$ cat src/rtl/button_conditioner.sv
// Push-button front end: 2-flop sync, tick-sampled debounce, press/auto-repeat
// pulses per button, and a 2-bit counter that runs while any button is held.

module button_lane #(
    parameter logic [9:0] REPEAT_DELAY = 10'd381,
    parameter logic [9:0] REPEAT_RATE  = 10'd76,
    parameter bit         REPEAT_EN    = 1'b0
) (
    input  logic clk,
    input  logic rst,
    input  logic tick,
    input  logic tick_dly,
    input  logic sync_bit,
    output logic pulse,
    output logic level
);
    logic [2:0] sh_q, sh_d;
    logic [9:0] cnt_q, cnt_d;
    logic       level_q, level_d;
    logic       pulse_q, pulse_d;
    logic       press, release_ev, rpt;
    logic [9:0] cnt_inc;

    assign cnt_inc = cnt_q + 10'd1;

    always_comb begin
        sh_d       = sh_q;
        cnt_d      = cnt_q;
        level_d    = level_q;
        rpt        = 1'b0;
        if (tick) sh_d = {sync_bit, sh_q[2:1]};
        press      = tick_dly & sh_q[2] & sh_q[1] & ~sh_q[0];
        release_ev = tick_dly & ~sh_q[2] & ~sh_q[1];
        if (press)           level_d = 1'b1;
        else if (release_ev) level_d = 1'b0;
        // Reloading to DELAY-RATE makes every later repeat land RATE ticks apart.
        if (!REPEAT_EN || press || !level_q) begin
            cnt_d = '0;
        end else if (tick_dly) begin
            if (cnt_inc == REPEAT_DELAY) begin
                rpt   = 1'b1;
                cnt_d = REPEAT_DELAY - REPEAT_RATE;
            end else begin
                cnt_d = cnt_inc;
            end
        end
        pulse_d = press | rpt;
    end

    always_ff @(posedge clk or negedge rst) begin
        if (!rst) begin
            sh_q    <= '0;
            cnt_q   <= '0;
            level_q <= 1'b0;
            pulse_q <= 1'b0;
        end else begin
            sh_q    <= sh_d;
            cnt_q   <= cnt_d;
            level_q <= level_d;
            pulse_q <= pulse_d;
        end
    end

    assign pulse = pulse_q;
    assign level = level_q;
endmodule

module button_conditioner #(
    parameter int unsigned TICK_DIV     = 17,
    parameter logic [9:0]  REPEAT_DELAY = 10'd381,
    parameter logic [9:0]  REPEAT_RATE  = 10'd76,
    parameter logic [4:0]  REPEAT_MASK  = 5'b11000
) (
    input  logic       clk,
    input  logic       rst,
    input  logic [4:0] btn_raw,
    output logic [4:0] pulse,
    output logic [4:0] level,
    output logic [1:0] random,
    output logic       tick
);
    localparam int NUM_BTN = 5;

    logic [NUM_BTN-1:0]  sync1_q, sync1_d, sync2_q, sync2_d;
    logic [TICK_DIV-1:0] tdiv_q, tdiv_d;
    logic                tick_dly_q, tick_dly_d;
    logic [1:0]          rand_q, rand_d;

    assign tick = &tdiv_q;

    always_comb begin
        sync1_d    = btn_raw;
        sync2_d    = sync1_q;
        tdiv_d     = tdiv_q + 1'b1;
        tick_dly_d = tick;
        rand_d     = rand_q + {1'b0, |sync2_q};
    end

    always_ff @(posedge clk or negedge rst) begin
        if (!rst) begin
            sync1_q    <= '0;
            sync2_q    <= '0;
            tdiv_q     <= '0;
            tick_dly_q <= 1'b0;
            rand_q     <= '0;
        end else begin
            sync1_q    <= sync1_d;
            sync2_q    <= sync2_d;
            tdiv_q     <= tdiv_d;
            tick_dly_q <= tick_dly_d;
            rand_q     <= rand_d;
        end
    end

    for (genvar i = 0; i < NUM_BTN; i++) begin : g_lane
        button_lane #(
            .REPEAT_DELAY(REPEAT_DELAY),
            .REPEAT_RATE (REPEAT_RATE),
            .REPEAT_EN   (REPEAT_MASK[i])
        ) u_lane (
            .clk     (clk),
            .rst     (rst),
            .tick    (tick),
            .tick_dly(tick_dly_q),
            .sync_bit(sync2_q[i]),
            .pulse   (pulse[i]),
            .level   (level[i])
        );
    end

    assign random = rand_q;
endmodule

$ cat config.mk
export PLATFORM = sky130hd
export DESIGN_NAME = button_conditioner
export DESIGN_NICKNAME = d
export VERILOG_FILES = /design/src/rtl/button_conditioner.sv
export SDC_FILE = /design/constraint.sdc
export NUM_CORES = 1
export LEC_CHECK = 0
export CORE_MARGIN = 10
export CORE_UTILIZATION = 53
export CTS_CLUSTER_DIAMETER = 40
export DETAILED_ROUTE_END_ITERATION = 8
export MAX_ROUTING_LAYER = met4
export PLACE_DENSITY_LB_ADDON = 0.1
export SKIP_CTS_REPAIR_TIMING = 1
export SLEW_MARGIN = 5
export SYNTH_ARGS = -nofsm -noshare
export SYNTH_HDL_FRONTEND = slang
export SYNTH_HIERARCHICAL = 1
export SYNTH_SLANG_ARGS = --single-unit
$ cat constraint.sdc
create_clock -name clk -period 2.1 [get_ports clk]
set_input_delay 0.42 -clock clk [delete_from_list [all_inputs] [get_ports clk]]
set_output_delay 0.42 -clock clk [all_outputs]
set_load 0.005 [all_outputs]
==> metrics.txt <==
Synthesis Warnings=6; timing startpoint of the critical path=tdiv_q[1]; most common cell after layout, fill and taps aside=sky130_fd_sc_hd__dfrtp_1; number of buffers inserted during clock tree synthesis=9; M1 wire length=2768 um; gp weighted congestion=0.8128; DRT Wirelength=6181 um; post-route minimum period=2.133 ns; Post-Synthesis Net Count=300; clock buffer depth=2; top achievable clock speed=468.9 MHz; commonest non-fill, non-tap cells in the layout=sky130_fd_sc_hd__dfrtp_1, sky130_fd_sc_hd__buf_4, sky130_fd_sc_hd__o21ai_0, sky130_fd_sc_hd__nand2_1, sky130_fd_sc_hd__nand3_1; slack of the critical path=-0.03261 ns; drt pass-1 iters=4; standard-cell rows=28; sequential area share after synthesis=0.5587; pwr/cell area=722.2 mW/mm2; Max transition margin=0.6784; fraction of final layout cells with drive strength greater than 1=0.2251; Post-Synthesis Cell Area=0.003359 mm2; total clock sinks=75; max incr delay on CP=0.38 ns; slowest stage cell, crit path=sky130_fd_sc_hd__dfrtp_1; antenna-violating nets left=0; Port Buffer Count=19; Worst VDD drop=0.6264 mV; final-report max-slew violation count=0; effective utilization at floorplan=0.5575; worst reg2reg path startpoint=tdiv_q[1]; number of design rule violations left after detail routing=0; Static Leakage=1.965 nW; Clock Pin Slew Worst Setup and Hold Paths=0.08 ns; violations in the final reports=setup timing; endpoint kind of the worst setup timing path=output pin; classification of the worst-slack hold path=in2async; max layer used=met4; count of maximum capacitance violations=0; Comb pwr share=0.040; maximum level of the CTS H-tree=3; area added between synthesis and finish=20.19%; die area=0.009923 mm2; latest clock arrival within the worst-skew pair=0.34 ns; synthesized area per cell=11.75 um2; most instantiated flip-flop cell in the synthesis netlist=sky130_fd_sc_hd__dfrtp_1; cell with the most instances on the worst path=sky130_fd_sc_hd__ha_2; pre-CTS setup slack=-0.1531 ns; Placeable Area=0.006026 mm2; TritonCTS clock tree=built; number of primary I/O pins=20; required time worst endpoint=1.68 ns; top cells by area, synth=sky130_fd_sc_hd__dfrtp_1, sky130_fd_sc_hd__xor2_1, sky130_fd_sc_hd__o21ai_0; post-synth cell types=34; overall overflow remaining after global route=0; DR WL met2=3114 um; via count=2284; Synth async-reset ratio=1.000; layout net count=352; maximum number of pins on one net before global-route repair=40; number of flops mapped to enable cells by yosys=0; post-synthesis cell type with the largest combined area=sky130_fd_sc_hd__dfrtp_1; final instance area=0.004038 mm2; classification of the worst setup path=reg2out; RSZ-0062 raised after global routing=yes; vias in the first global route=2346; Routed met3 length=214 um; worst setup skew after layout=0.008303 ns; element type at the critical path start=register; number of flip-flops and latches in the synthesized netlist=75; Tot GR Track Use=0.1326; P_sw=0.0005956 W; Setup Viol. Count Final=1; global-route wire length before repair=10650 um; chain of cells forming the critical path=ha_2 > nand3_4 > nor4_4 > and3_1 > ha_2 > clkbuf_2; largest fanout of any net on the critical path=2; Power Internal=0.002320 W; number of cells produced by synthesis=286; WL/cell=14.82 um; total inserted antenna cells=0; net switching share of the total power=0.2043; slew at the pin with the worst max-slew slack=0.4824 ns; relative contribution of the clock network to total power=0.449; total half-perimeter wirelength after legalization and detailed placement=4207 um; Reg power frac=0.511; ratio of routed vias to standard cells=5.477; die outline height=99.62 um; area share of the largest cell type after synthesis=0.5587; number of antenna violations at the first check in global routing=0; critical path arrival=1.71 ns; x dimension of the die=99.62 um; final critical-path share of the clock period=1.016; final hold violations=0; post-detailed-placement cell area=0.003764 mm2; starting DRC count in detailed routing=71; outcome=finished, violations left; Clock Tree Root=sky130_fd_sc_hd__clkbuf_8
-- registers in the layout, summed over array words and instances (netlist names) --
| register | flops |
|---|---|
| g_lane.u_lane/cnt_q | 20 |
| tdiv_q | 17 |
| g_lane.u_lane/sh_q | 15 |
| g_lane.u_lane/level | 5 |
| g_lane.u_lane/pulse | 5 |
| sync1_q | 5 |
| sync2_q | 5 |
| random | 2 |
| tick_dly_q | 1 |
-- Yosys cell counts, types with 4 or more instances --
cell type                 instances
sky130_fd_sc_hd__dfrtp_1         75
sky130_fd_sc_hd__o21ai_0         26
sky130_fd_sc_hd__nand2_1         22
sky130_fd_sc_hd__nand3_1         18
sky130_fd_sc_hd__nor2_1          17
sky130_fd_sc_hd__xor2_1          17
sky130_fd_sc_hd__inv_1           12
sky130_fd_sc_hd__mux2_2          10
sky130_fd_sc_hd__xnor2_1         10
sky130_fd_sc_hd__ha_1             7
sky130_fd_sc_hd__a32o_1           6
sky130_fd_sc_hd__and3_2           6
sky130_fd_sc_hd__nand4_1          6
sky130_fd_sc_hd__nor3_1           5
sky130_fd_sc_hd__a21oi_1          4
sky130_fd_sc_hd__buf_6            4
-- final cells by class --
cell class	instances	area (um2)
inverters	12	45.04
clock buffers	9	123.9
multi-input cells	195	1405
fillers	489	1988
flip-flops and latches	75	1877
well taps	75	93.84
clock inverters	6	115.1
repair buffers	45	377.9
-- worst max-delay path, delay by kind of cell (launching register included) --
| family | cells | cell delay [ns] |
|---|---|---|
| adder cells (fa/ha/maj) | 2 | 0.43 |
| buffers and inverters | 1 | 0.12 |
| flip-flops | 1 | 0.38 |
| AND/OR/NAND/NOR | 3 | 0.45 |
-- stage by stage --
step,setup TNS (ns),hold slack (ns),std cells,total power (W),util
finish,-0.03261,0.03418,417,0.002916,0.6701
global route,-0.1342,0.06059,417,0.003026,0.6701
CTS,-0.5549,0.04044,413,0.002959,0.6642
global placement,-0.1195,0.3347,398,0.001628,0.6246
floorplan,0,0.1244,286,0.001540,-
detailed placement,-0.1531,0.3347,398,0.001632,0.6246
-- power by group through the flow --
stage	combinational [W]	clock [W]	sequential [W]
after floorplan	0.0000215	0	0.00152
after global routing	0.000131	0.00140	0.00149
after detailed placement	0.000115	0	0.00152
after CTS	0.000121	0.00135	0.00149
final	0.000117	0.00131	0.00149
after global placement	0.000110	0	0.00152
-- worst paths after layout --
| path | to | slack [ns] | cells after the start |
|---|---|---|---|
| setup / recovery | tick | -0.03 | 6 |
| hold / removal | g_lane[4].u_lane/cnt_q[2] | 0.03 | 1 |
| min in group clk | sync2_q[2] | 0.34 | 0 |
| hold reg to reg | sync2_q[2] | 0.34 | 0 |
| setup reg to reg | g_lane[0].u_lane/sh_q[1] | 0.12 | 7 |
| max in group asynchronous | tdiv_q[16] | 1.42 | 2 |
-- cell families (layout without fill, tap and decap cells) --
kind of cell    Yosys count  in the layout  synth area share
flops                    75             75            0.5587
buf+inv                  16             72           0.02681
compound gates           47             47           0.09273
simple gates            101            101            0.1817
xor+xnor                 27             27           0.07039
mux                      13             13           0.04358
fa+ha+maj                 7              7           0.02607
-- routing by layer --
| metal | global-route usage | vias to the layer above |
|---|---|---|
| met5 | - | - |
| met4 | 0.06284 | 0 |
| met3 | 0.03668 | 11 |
| met2 | 0.2124 | 30 |
| met1 | 0.1507 | 1131 |
| li1 | - | 1112 |
Power figures use the tool's default switching activity.
